`config.mk`:
```
export PLATFORM = sky130hd
export DESIGN_NAME = alu_pipe_hs
export DESIGN_NICKNAME = d
export VERILOG_FILES = /design/src/rtl/alu_pipe_hs.sv
export SDC_FILE = /design/constraint.sdc
export NUM_CORES = 1
export LEC_CHECK = 0
export BUFFER_PORTS_ARGS = -buffer_cell sky130_fd_sc_hd__buf_4
export CORE_ASPECT_RATIO = 0.8
export CORE_UTILIZATION = 45
export CTS_BUF_LIST = sky130_fd_sc_hd__clkbuf_8
export DETAILED_ROUTE_END_ITERATION = 10
export GPL_ROUTABILITY_DRIVEN = 0
export HOLD_SLACK_MARGIN = 0.15
export PLACE_DENSITY = 0.61
export SLEW_MARGIN = 20
export SYNTH_ARGS = -nofsm -noshare
export SYNTH_HDL_FRONTEND = slang
export SYNTH_SLANG_ARGS = --single-unit
```
`constraint.sdc`:
```
create_clock -name clk -period 5.7 [get_ports clk]
set_input_delay 0 -clock clk [delete_from_list [all_inputs] [get_ports clk]]
set_output_delay 0 -clock clk [all_outputs]
set_load 0.02 [all_outputs]
```
`src/rtl/alu_pipe_hs.sv`:
```
// Three-stage valid/ready ALU pipeline (capture, compute, output) with a global stall.
// Define ALU_PIPE_MUL_EN to build the multiplier for opcode 8; otherwise opcode 8 is illegal.
module alu_pipe_hs #(
  parameter int WIDTH = 8,
  parameter int OPW   = 4
) (
  input  logic             clk,
  input  logic             reset,
  input  logic             in_valid,
  output logic             in_ready,
  input  logic [OPW-1:0]   opcode,
  input  logic [WIDTH-1:0] a,
  input  logic [WIDTH-1:0] b,
  output logic             out_valid,
  input  logic             out_ready,
  output logic [WIDTH-1:0] y,
  output logic [3:0]       flags
);

  localparam int SHW = $clog2(WIDTH);

  localparam logic [OPW-1:0] OP_ADD  = OPW'(0);
  localparam logic [OPW-1:0] OP_SUB  = OPW'(1);
  localparam logic [OPW-1:0] OP_AND  = OPW'(2);
  localparam logic [OPW-1:0] OP_OR   = OPW'(3);
  localparam logic [OPW-1:0] OP_XOR  = OPW'(4);
  localparam logic [OPW-1:0] OP_NOT  = OPW'(5);
  localparam logic [OPW-1:0] OP_SHL  = OPW'(6);
  localparam logic [OPW-1:0] OP_SHR  = OPW'(7);
`ifdef ALU_PIPE_MUL_EN
  localparam logic [OPW-1:0] OP_MUL  = OPW'(8);
`endif
  localparam logic [OPW-1:0] OP_PASS = OPW'(9);

  // Handshake: a beat moves on a cycle where valid and ready are both 1.
  // The only stall source is a held output (out_valid & ~out_ready); it freezes
  // every stage at once, so in_ready is simply its inverse.
  logic stall;
  logic advance;

  assign stall    = out_valid & ~out_ready;
  assign advance  = ~stall;
  assign in_ready = advance;

  logic             s1_valid;
  logic [OPW-1:0]   s1_op;
  logic [WIDTH-1:0] s1_a;
  logic [WIDTH-1:0] s1_b;

  always_ff @(posedge clk) begin
    if (reset) begin
      s1_valid <= 1'b0;
      s1_op    <= '0;
      s1_a     <= '0;
      s1_b     <= '0;
    end else if (advance) begin
      s1_valid <= in_valid;
      if (in_valid) begin
        s1_op <= opcode;
        s1_a  <= a;
        s1_b  <= b;
      end
    end
  end

  logic [WIDTH:0]   add_full;
  logic [WIDTH:0]   sub_full;
  logic [WIDTH-1:0] c_y;
  logic [3:0]       c_flags;
  logic             c_illegal;
  logic             c_ovf;
  logic             c_carry;

  assign add_full = {1'b0, s1_a} + {1'b0, s1_b};
  assign sub_full = {1'b0, s1_a} - {1'b0, s1_b};

`ifdef ALU_PIPE_MUL_EN
  logic [WIDTH-1:0] mul_lo;
  assign mul_lo = s1_a * s1_b;
`endif

  always_comb begin
    c_y       = '0;
    c_illegal = 1'b0;
    c_ovf     = 1'b0;
    c_carry   = 1'b0;
    case (s1_op)
      OP_ADD: begin
        c_y     = add_full[WIDTH-1:0];
        c_carry = add_full[WIDTH];
        c_ovf   = (s1_a[WIDTH-1] == s1_b[WIDTH-1]) && (add_full[WIDTH-1] != s1_a[WIDTH-1]);
      end
      OP_SUB: begin
        // sub_full[WIDTH] is the unsigned borrow (a < b)
        c_y     = sub_full[WIDTH-1:0];
        c_carry = sub_full[WIDTH];
        c_ovf   = (s1_a[WIDTH-1] != s1_b[WIDTH-1]) && (sub_full[WIDTH-1] != s1_a[WIDTH-1]);
      end
      OP_AND:  c_y = s1_a & s1_b;
      OP_OR:   c_y = s1_a | s1_b;
      OP_XOR:  c_y = s1_a ^ s1_b;
      OP_NOT:  c_y = ~s1_a;
      OP_SHL:  c_y = s1_a << s1_b[SHW-1:0];
      OP_SHR:  c_y = s1_a >> s1_b[SHW-1:0];
`ifdef ALU_PIPE_MUL_EN
      OP_MUL:  c_y = mul_lo;
`endif
      OP_PASS: c_y = s1_b;
      default: c_illegal = 1'b1;
    endcase
    c_flags = {c_illegal, c_ovf, c_carry, (c_y == '0)};
  end

  logic             s2_valid;
  logic [WIDTH-1:0] s2_y;
  logic [3:0]       s2_flags;

  // Data registers load only with a valid beat so bubbles never disturb y/flags.
  always_ff @(posedge clk) begin
    if (reset) begin
      s2_valid <= 1'b0;
      s2_y     <= '0;
      s2_flags <= '0;
    end else if (advance) begin
      s2_valid <= s1_valid;
      if (s1_valid) begin
        s2_y     <= c_y;
        s2_flags <= c_flags;
      end
    end
  end

  always_ff @(posedge clk) begin
    if (reset) begin
      out_valid <= 1'b0;
      y         <= '0;
      flags     <= '0;
    end else if (advance) begin
      out_valid <= s2_valid;
      if (s2_valid) begin
        y     <= s2_y;
        flags <= s2_flags;
      end
    end
  end

endmodule

```
==> flow_metrics.env, run 1 <==
export IMPL_antenna_cells=0
export IMPL_grt_pass1_wl_um=16740
export IMPL_reg2reg_depth=9
export IMPL_regArea_um2=940.9
export IMPL_setup_violations=0
export IMPL_placed_cells=571
export IMPL_drv_cap=0
export IMPL_final_area_um2=4091
export IMPL_synth_area_per_cell_um2=7.670
export IMPL_cts_buffers=5
export IMPL_path_buf_inv=1
export IMPL_synth_distinct_cells=73
export IMPL_syn_instance_count=460
export IMPL_crit_type="register to register"
export IMPL_synth_edf_count=0
export IMPL_yosys_warnings=0
export IMPL_area_delta_synth_final_pct=15.96
export IMPL_drt_vias_per_instance=5.953
export IMPL_cts_buffer_depth=2
export IMPL_cts_tree="built"
export IMPL_synthFlopType="dfxtp_1"
export IMPL_initial_utilization=0.4706
export IMPL_slew_violations=0
export IMPL_ys_seq_area_frac=0.2667
export IMPL_slew_headroom=0.3333
export IMPL_crit_fanout=24
export IMPL_hpwl_um=7411
export IMPL_post_route_drc_count=0
export IMPL_gr_total_overflow=0
export IMPL_cp_end_kind="register"
export IMPL_crit_path_top_delay_cell="dfxtp_1"
export IMPL_grtUsageTotal=0.2624
export IMPL_fin_tns_setup_ps=0
export IMPL_finClkSkew_ps=12.69
export IMPL_cp_cell_sequence="inv_1 > ha_1 > a21o_1 > a221o_1 > o41ai_4 > nand2_2 > and3b_1 > o221a_1 > a31o_1"
export IMPL_port_buffers=37
export IMPL_placed_area_um2=3782
export IMPL_core_um2=7497
export IMPL_p_per_area_nw_per_um2=192.0
export IMPL_min_period_ps=3398
export IMPL_vias=3578
export IMPL_antenna_found_initial=0
export IMPL_syn_nets=511
export IMPL_rows=28
export IMPL_cp_top_family="compound AO/OA/AOI/OAI gates"
export IMPL_p_leak_nw=1.574
export IMPL_grt_max_degree=49
export IMPL_path_clk_slew_ps=100
export IMPL_htree_levels=2
export IMPL_cts_resized=0
export IMPL_finalCritPeriodShare=0.5962
export IMPL_num_nets_final=546
export IMPL_fillCellCount=714
export IMPL_die_area_um2=8201
export IMPL_insertion_delay_ps=310
export IMPL_status="finished clean"
export IMPL_multi_input_area_um2=2331
export IMPL_async_flop_share=0
export IMPL_clock_fmax_mhz=294.3
export IMPL_post_cts_buffers=0
export IMPL_postRouteAntennaNets=0
export IMPL_rsz0062_at_grt="false"
export IMPL_cp_start_kind="register"
export IMPL_io_pin_count=38
export IMPL_cp_required_ps=5890
export IMPL_grt_pass1_vias=3207
export IMPL_routedWlPerCell_um=16.85
export IMPL_tightest_slew_ps=998.6
export IMPL_die_h_um=81.20
export IMPL_drt_pass1_iter_count=5
export IMPL_ctsRootBufferMaster="clkbuf_8"
export IMPL_totalWireLength_um=10130
export IMPL_synth_area_um2=3528
export IMPL_die_x_um=101
export IMPL_hold_depth=4
export IMPL_critPathArrivalTime_ps=3590
export IMPL_max_stage_delay_ps=900
export IMPL_cp_depth=9
export IMPL_drive_above_1_share=0.1169
export IMPL_synth_seq_cells=47
export IMPL_clock_sinks=47
export IMPL_final_cells=601
export IMPL_peakVddDrop_v=0.0001468
export IMPL_drtIter0Drc=399
export IMPL_hold_buffers=22
export IMPL_hold_viol_final=0
export IMPL_hold_path_class="input port to register"
## final cells by class
cell class,instances,share of cell area
clock inverter,3,0.004893
timing repair buffer,59,0.1217
inverter,27,0.02477
tap,105,0.03211
multi-input combinational,355,0.5697
sequential,47,0.2300
clock buffer,5,0.01682
## routing by layer
metal,GRT usage,vias to the layer above,share of wire
li1,-,1701,-
met1,0.3933,1660,0.47
met2,0.3836,197,0.42
met3,0.04647,20,0.089
met4,0.06812,0,0.019
met5,0,-,0
## where the power goes
part | switching [mW] | leakage (nW) | internal (mW)
combinational | 0.115 | 1.14 | 0.0910
sequential | 0.0325 | 0.385 | 0.344
clock | 0.117 | 0.0460 | 0.0865
## cell families (layout without fill, tap and decap cells)
family	after synthesis	count (layout)	synth area share
XOR/XNOR	1	1	0.002483
AND/OR/NAND/NOR	182	182	0.2380
multiplexers	21	21	0.07837
flip-flops	47	47	0.2667
adder cells (fa/ha/maj)	27	27	0.1000
buffers and inverters	58	94	0.07269
AO/OA/AOI/OAI	124	124	0.2419
## registers in the layout, summed over array words and instances, names as in the netlist
register,flops
s1_valid,1
flags,4
s1_a,8
s2_flags,4
s2_y,8
out_valid,1
s1_op,4
y,8
s2_valid,1
s1_b,8
## worst reg2reg max path, cell delays in order (launching register included)
cell     delay, ps
dfxtp_1        900
inv_1          350
ha_1           410
a21o_1         200
a221o_1        350
o41ai_4        280
nand2_2        100
and3b_1        200
o221a_1        270
a31o_1         210
## synth_stat cells (all sizes together), types with 5 or more instances
cell | instances | area share
nand2 | 85 | 0.091
dfxtp | 47 | 0.27
a21oi | 45 | 0.064
nor2 | 38 | 0.041
inv | 27 | 0.029
ha | 25 | 0.089
clkbuf | 19 | 0.020
nor3 | 15 | 0.021
mux2i | 13 | 0.037
buf | 12 | 0.024
o21ai | 11 | 0.016
a211oi | 10 | 0.023
nor2b | 9 | 0.016
nand2b | 6 | 0.011
o22ai | 6 | 0.011
a221oi | 5 | 0.012
a22oi | 5 | 0.011
mux4 | 5 | 0.032
nand3 | 5 | 0.0071
o21a | 5 | 0.011
## cell usage in the layout, fill, tap and decap left out, types with 13 or more instances in the layout
cell type	instances
nand2_1	84
inv_1	27
buf_4	37
mux2i_1	13
ha_1	25
a21oi_1	45
dlygate4sd3_1	22
dfxtp_1	47
nor3_1	15
nor2_1	37
## worst paths after layout
kind | start | slack, ps | to
worst max-delay path | s1_b[1] | 2300 | s2_flags[0]
worst min-delay path | in_valid | 400 | s1_op[0]
worst max register to register | s1_b[1] | 2300 | s2_flags[0]
worst min register to register | s2_y[5] | 450 | y[5]
## through the flow
step | util | setup WS (ps) | total power, mW | hold slack, ps
after global placement | 0.5045 | 2445 | 0.5684 | 250.0
after floorplan | - | 2873 | 0.5184 | 136.0
after detailed placement | 0.5045 | 2378 | 0.5694 | 257.0
after CTS | 0.5457 | 2352 | 0.7842 | 387.1
after global routing | 0.5457 | 2089 | 0.8292 | 447.3
final | 0.5457 | 2302 | 0.7854 | 397.8
Power figures use the tool's default switching activity.
==> run 2: changes to the inputs <==
--- a/config.mk
+++ b/config.mk
@@ -5,6 +5,7 @@
 export SDC_FILE = /design/constraint.sdc
 export NUM_CORES = 1
 export LEC_CHECK = 0
+export ABC_AREA = 1
 export BUFFER_PORTS_ARGS = -buffer_cell sky130_fd_sc_hd__buf_4
 export CORE_ASPECT_RATIO = 0.8
 export CORE_UTILIZATION = 45
==> constraint.sdc (replaced) <==
create_clock -name clk -period 3.5 [get_ports clk]
set_input_delay 0 -clock clk [delete_from_list [all_inputs] [get_ports clk]]
set_output_delay 0 -clock clk [all_outputs]
set_load 0.02 [all_outputs]
==> flow_metrics.env, run 2 <==
export IMPL_die_area_um2=8056
export IMPL_cp_required_ps=3730
export IMPL_fin_tns_setup_ps=0
export IMPL_min_period_ps=2831
export IMPL_cp_end_kind="register"
export IMPL_r2r_slack_ps=670
export IMPL_synth_area_um2=3465
export IMPL_antenna_cells=0
export IMPL_totalWireLength_um=10860
export IMPL_syn_nets=625
export IMPL_cts_buffers=5
export IMPL_clock_sinks=47
export IMPL_p_per_area_nw_per_um2=348.4
export IMPL_ctsRootBufferMaster="clkbuf_8"
export IMPL_hold_path_class="input port to register"
export IMPL_peakVddDrop_v=0.0002313
export IMPL_crit_path_top_delay_cell="dfxtp_1"
export IMPL_clock_fmax_mhz=353.3
export IMPL_yosys_warnings=0
export IMPL_drv_cap=0
export IMPL_cpMostUsedCell="nor2_1"
export IMPL_port_buffers=37
export IMPL_most_common_layout_cells="nand2_1 (133), nor2_1 (101), nand3_1 (75)"
export IMPL_syn_instance_count=574
export IMPL_reg2reg_depth=11
export IMPL_drt_pass1_iter_count=6
export IMPL_drt_vias_per_instance=5.338
export IMPL_htree_levels=2
export IMPL_synth_commonest_cells="nand2_1 (134), nor2_1 (101), nand3_1 (75), inv_1 (57), dfxtp_1 (47)"
export IMPL_synth_distinct_cells=26
export IMPL_path_buf_inv=1
export IMPL_area_delta_synth_final_pct=19.47
export IMPL_num_nets_final=675
export IMPL_hold_path_startpoint="in_valid"
export IMPL_cts_tree="built"
export IMPL_cts_buffer_depth=2
export IMPL_synth_area_per_cell_um2=6.036
export IMPL_io_pin_count=38
export IMPL_finalCritPeriodShare=0.8087
export IMPL_crit_type="register to register"
export IMPL_die_x_um=100.1
export IMPL_rsz0062_at_grt="false"
export IMPL_cp_cell_sequence="inv_1 > fa_1 > nand3b_1 > o21ai_0 > nor2_1 > nand3_1 > nor2_1 > nand2_1 > nor2_1 > nand4_1 > a21oi_1"
export IMPL_tightest_slew_ps=1018
export IMPL_final_common_cell="nand2_1"
export IMPL_initial_utilization=0.4665
export IMPL_placed_cells=699
export IMPL_slew_violations=0
export IMPL_grt_pass1_vias=3407
export IMPL_drtIter0Drc=347
export IMPL_vias=3897
export IMPL_setup_violations=0
export IMPL_post_cts_buffers=0
export IMPL_synthTopCellsByArea="dfxtp_1 (27%), nand2_1 (15%), nor2_1 (11%), nand3_1 (11%), ha_1 (9.0%)"
export IMPL_synth_top_area_frac=0.2716
export IMPL_hold_depth=3
export IMPL_slew_headroom=0.3204
export IMPL_max_stage_delay_ps=640
export IMPL_die_h_um=80.48
export IMPL_rows=28
export IMPL_synth_top_area_cell="dfxtp_1"
export IMPL_cp_top_family="simple AND/OR/NAND/NOR gates"
export IMPL_routedWlPerCell_um=14.88
export IMPL_gr_total_overflow=0
export IMPL_r2r_start="s1_b[1]"
export IMPL_cts_resized=0
export IMPL_hold_viol_final=0
export IMPL_drive_above_1_share=0.09120
export IMPL_yosys_cell_count_top_type="nand2_1"
export IMPL_cp_start_kind="register"
export IMPL_p_leak_nw=2.090
export IMPL_finClkSkew_ps=17.58
export IMPL_hpwl_um=8134
export IMPL_synth_edf_count=0
export IMPL_crit_fanout=23
export IMPL_ys_seq_area_frac=0.2716
export IMPL_core_um2=7427
export IMPL_min_delay_worst_endpoint="s1_valid"
export IMPL_critPathArrivalTime_ps=3060
export IMPL_insertion_delay_ps=310
export IMPL_final_cells=730
export IMPL_synth_seq_cells=47
export IMPL_post_route_drc_count=0
export IMPL_path_clk_slew_ps=110
export IMPL_grt_max_degree=40
export IMPL_grtUsageTotal=0.2783
export IMPL_postRouteAntennaNets=0
export IMPL_async_flop_share=0
export IMPL_synthFlopType="dfxtp_1"
export IMPL_status="finished clean"
export IMPL_rr_endpoint="s2_flags[0]"
export IMPL_antenna_found_initial=0
export IMPL_grt_pass1_wl_um=17220
run 2: cell types whose count changed after synthesis, moves of 6 or more:
| cell | change |
|---|---|
| nand3_1 | +70 |
| nor2_1 | +64 |
| nand2_1 | +50 |
| o21ai_0 | +37 |
| inv_1 | +31 |
| mux2i_1 | -13 |
| nor3_1 | -12 |
| a21oi_1 | -10 |
| a211oi_1 | -9 |
| nor2b_1 | -9 |
| clkbuf_1 | -8 |
| nand2b_1 | -6 |
| o22ai_1 | -6 |
run 2: what timing repair did:
| item | 4_1_cts | 5_1_grt |
|---|---|---|
| hold buffers | 23 | 0 |
| endpoints found under the setup margin | 0 | 0 |
| hold endpoints to repair | 28 | 0 |
run 2: worst max-delay path by stage:
stage / startpoint / end / slack (ps) / depth (start not counted)
after floorplan: s1_b[1] / s2_flags[0] / 1580 / 12
after global placement: s1_b[1] / s2_flags[0] / 870 / 10
after detailed placement: s1_b[1] / s2_flags[0] / 770 / 11
after CTS: s1_b[1] / s2_flags[0] / 760 / 11
after global routing: s1_b[1] / s2_flags[0] / 400 / 13
final: s1_b[1] / s2_flags[0] / 670 / 11
run 2: kinds of logic after synthesis:
group / share of synthesized area
and+or+nand+nor: 0.3933
AOI/OAI and AO/OA: 0.1365
buffers and inverters: 0.09426
DFF: 0.2716
adders and majority gates: 0.1018
xor gates and xnor gates: 0.002528
run 2: cell type report:
cell class	instances	area [um2]
repair buffers	65	545.5
well taps	105	131.4
inverters	60	225.2
clock buffers	5	68.82
multi-input cells	445	2200
flip-flops and latches	47	940.9
clock inverters	3	27.53
fillers	800	3288
run 2: where the power goes:
group	switching (mW)	total (mW)	internal, mW
logic	0.293	0.457	0.164
clock network	0.222	0.371	0.149
registers	0.0427	0.614	0.572
run 2: worst register-to-register path, cell delays in order (launching register included):
cell and delay [ps]:
dfxtp_1 640, inv_1 490, fa_1 650, nand3b_1 110, o21ai_0 90, nor2_1 110
nand3_1 70, nor2_1 180, nand2_1 80, nor2_1 120, nand4_1 80, a21oi_1 150
run 2: metrics by stage:
step / utilization / area [um2] / hold slack (ps) / setup slack [ps] / total power [mW]
finish: 0.5573 / 4139 / 396.6 / 669.4 / 1.442
global route: 0.5573 / 4139 / 469.3 / 404.6 / 1.527
CTS: 0.5569 / 4136 / 453.5 / 761.8 / 1.430
detailed placement: 0.5130 / 3810 / 253.7 / 773.5 / 1.047
global placement: 0.5130 / 3810 / 248.2 / 874.3 / 1.046
floorplan: - / 3465 / 191.4 / 1581 / 0.9168
run 2: routing by layer:
metal	global-route usage	wire length [um]	up-vias
met4	0.07971	164	0
met3	0.06266	1108	12
met5	0	0	-
met1	0.4106	5272	1738
li1	-	-	1954
met2	0.3979	4320	193
==> run 3: changes to the inputs <==
==> constraint.sdc (replaced) <==
create_clock -name clk -period 2.9 [get_ports clk]
set_input_delay 0 -clock clk [delete_from_list [all_inputs] [get_ports clk]]
set_output_delay 0 -clock clk [all_outputs]
set_load 0.02 [all_outputs]
==> flow_metrics.env, run 3 (synthesis results as in run 2) <==
export IMPL_p_per_area_nw_per_um2=432.5
export IMPL_regArea_um2=940.9
export IMPL_crit_type="register to register"
export IMPL_grt_max_degree=42
export IMPL_finalCritPeriodShare=0.8367
export IMPL_most_common_layout_cells="nand2_1 (134), nor2_1 (101), nand3_1 (75)"
export IMPL_final_common_cell="nand2_1"
export IMPL_intPower_mw=1.154
export IMPL_vias=3952
export IMPL_status="finished clean"
export IMPL_cts_resized=0
export IMPL_cts_buffer_depth=2
export IMPL_antenna_cells=0
export IMPL_rsz0062_at_grt="false"
export IMPL_multi_input_area_um2=2197
export IMPL_switching_share=0.3636
export IMPL_seqPwrFrac=0.402
export IMPL_grt_pass1_wl_um=17890
export IMPL_postRouteAntennaNets=0
export IMPL_p_leak_nw=2.123
export IMPL_clkPwrFrac=0.283
export IMPL_peakVddDrop_v=0.0002627
export IMPL_min_period_ps=2426
export IMPL_clock_sinks=47
export IMPL_r2r_start="s1_a[0]"
export IMPL_gr_total_overflow=0
export IMPL_totalWireLength_um=11070
export IMPL_hold_viol_final=0
export IMPL_hold_path_startpoint="in_valid"
export IMPL_post_route_drc_count=0
export IMPL_grtUsageTotal=0.2907
export IMPL_drv_cap=0
export IMPL_cts_tree="built"
export IMPL_hold_depth=4
export IMPL_hold_path_class="input port to register"
export IMPL_finClkSkew_ps=8.029
export IMPL_fillCellCount=784
export IMPL_clock_fmax_mhz=412.1
export IMPL_die_x_um=100.1
export IMPL_hold_ws_ps=250.7
export IMPL_ctsRootBufferMaster="clkbuf_8"
export IMPL_tightest_slew_ps=710.9
export IMPL_die_h_um=80.48
export IMPL_critPathArrivalTime_ps=2670
export IMPL_drt_pass1_iter_count=5
export IMPL_rows=28
export IMPL_cp_start_kind="register"
export IMPL_core_um2=7427
export IMPL_slew_violations=0
export IMPL_drive_above_1_share=0.09683
export IMPL_fin_tns_setup_ps=0
export IMPL_rr_endpoint="s2_flags[0]"
export IMPL_die_area_um2=8056
export IMPL_initial_utilization=0.4665
export IMPL_grt_pass1_vias=3531
export IMPL_pwr_share_comb=0.315
export IMPL_insertion_delay_ps=310
export IMPL_hpwl_um=8376
export IMPL_crit_fanout=6
export IMPL_r2r_slack_ps=470
export IMPL_drtIter0Drc=382
export IMPL_setup_violations=0
export IMPL_io_pin_count=38
export IMPL_cp_end_kind="register"
export IMPL_power_switching_mw=0.6594
export IMPL_cts_buffers=5
export IMPL_routedWlPerCell_um=15.07
export IMPL_reg2reg_depth=12
export IMPL_min_delay_worst_endpoint="s1_valid"
export IMPL_htree_levels=2
export IMPL_cp_required_ps=3150
export IMPL_drt_vias_per_instance=5.377
export IMPL_area_delta_synth_final_pct=21.02
export IMPL_port_buffers=37
export IMPL_path_clk_slew_ps=100
export IMPL_antenna_found_initial=0
export IMPL_slew_headroom=0.5243
export IMPL_num_nets_final=680
-- run 3: metrics by stage --
step,area (um2),std cells,power (mW),util,setup WS (ps)
2_1_floorplan,3465,574,1.106,-,981.0
3_3_place_gp,3847,704,1.270,0.5180,517.4
3_5_place_dp,3847,704,1.273,0.5180,504.5
4_1_cts,4193,735,1.807,0.5645,507.0
5_1_grt,4193,735,1.927,0.5645,244.0
6_report,4193,735,1.814,0.5645,473.5
-- run 3: layer usage --
metal	share of wire	vias up	wire length, um	GRT usage
li1	-	1963	-	-
met1	0.49	1788	5475	0.4168
met2	0.40	179	4427	0.4345
met3	0.082	22	909	0.06614
met4	0.024	0	261	0.07536
met5	0	-	0	0
-- run 3: cell type report --
type | instances | share of cell area
multi-input combinational | 445 | 0.5240
timing repair buffer | 70 | 0.1391
inverter | 60 | 0.05372
sequential | 47 | 0.2244
tap | 105 | 0.03133
clock buffer | 5 | 0.01641
clock inverter | 3 | 0.01104
-- run 3: repair_timing --
item	in CTS	in global routing
endpoints found under the hold margin	28	0
buffers inserted	0	0
hold buffers	23	0
-- run 3: worst max-delay path, cell delays in order (launching register included) --
cell      delay, ps
dfxtp_1         470
ha_1            280
inv_1            80
fa_1            470
nand3b_1        130
o21ai_0          90
nor2_1          110
nand3_1          70
nor2_1          200
nand2_1         120
nor2_1          110
nand4_1         100
a21oi_1         130
-- run 3: how the worst max path moves through the flow --
stage                     startpoint  slack [ps]          end  depth (start not counted)
after floorplan              s1_b[1]         980  s2_flags[0]                         12
after global placement       s1_a[0]         520  s2_flags[0]                         12
after detailed placement     s1_a[0]         500  s2_flags[0]                         12
after CTS                    s1_a[0]         510  s2_flags[0]                         12
after global routing         s1_a[0]         240  s2_flags[0]                         12
final                        s1_a[0]         470  s2_flags[0]                         12
-- run 3: power groups by stage --
stage | registers [mW] | logic, mW | clock network (mW)
6_report | 0.729 | 0.571 | 0.513
5_1_grt | 0.736 | 0.642 | 0.549
4_1_cts | 0.728 | 0.557 | 0.522
3_5_place_dp | 0.743 | 0.530 | 0
3_3_place_gp | 0.742 | 0.528 | 0
2_1_floorplan | 0.745 | 0.361 | 0
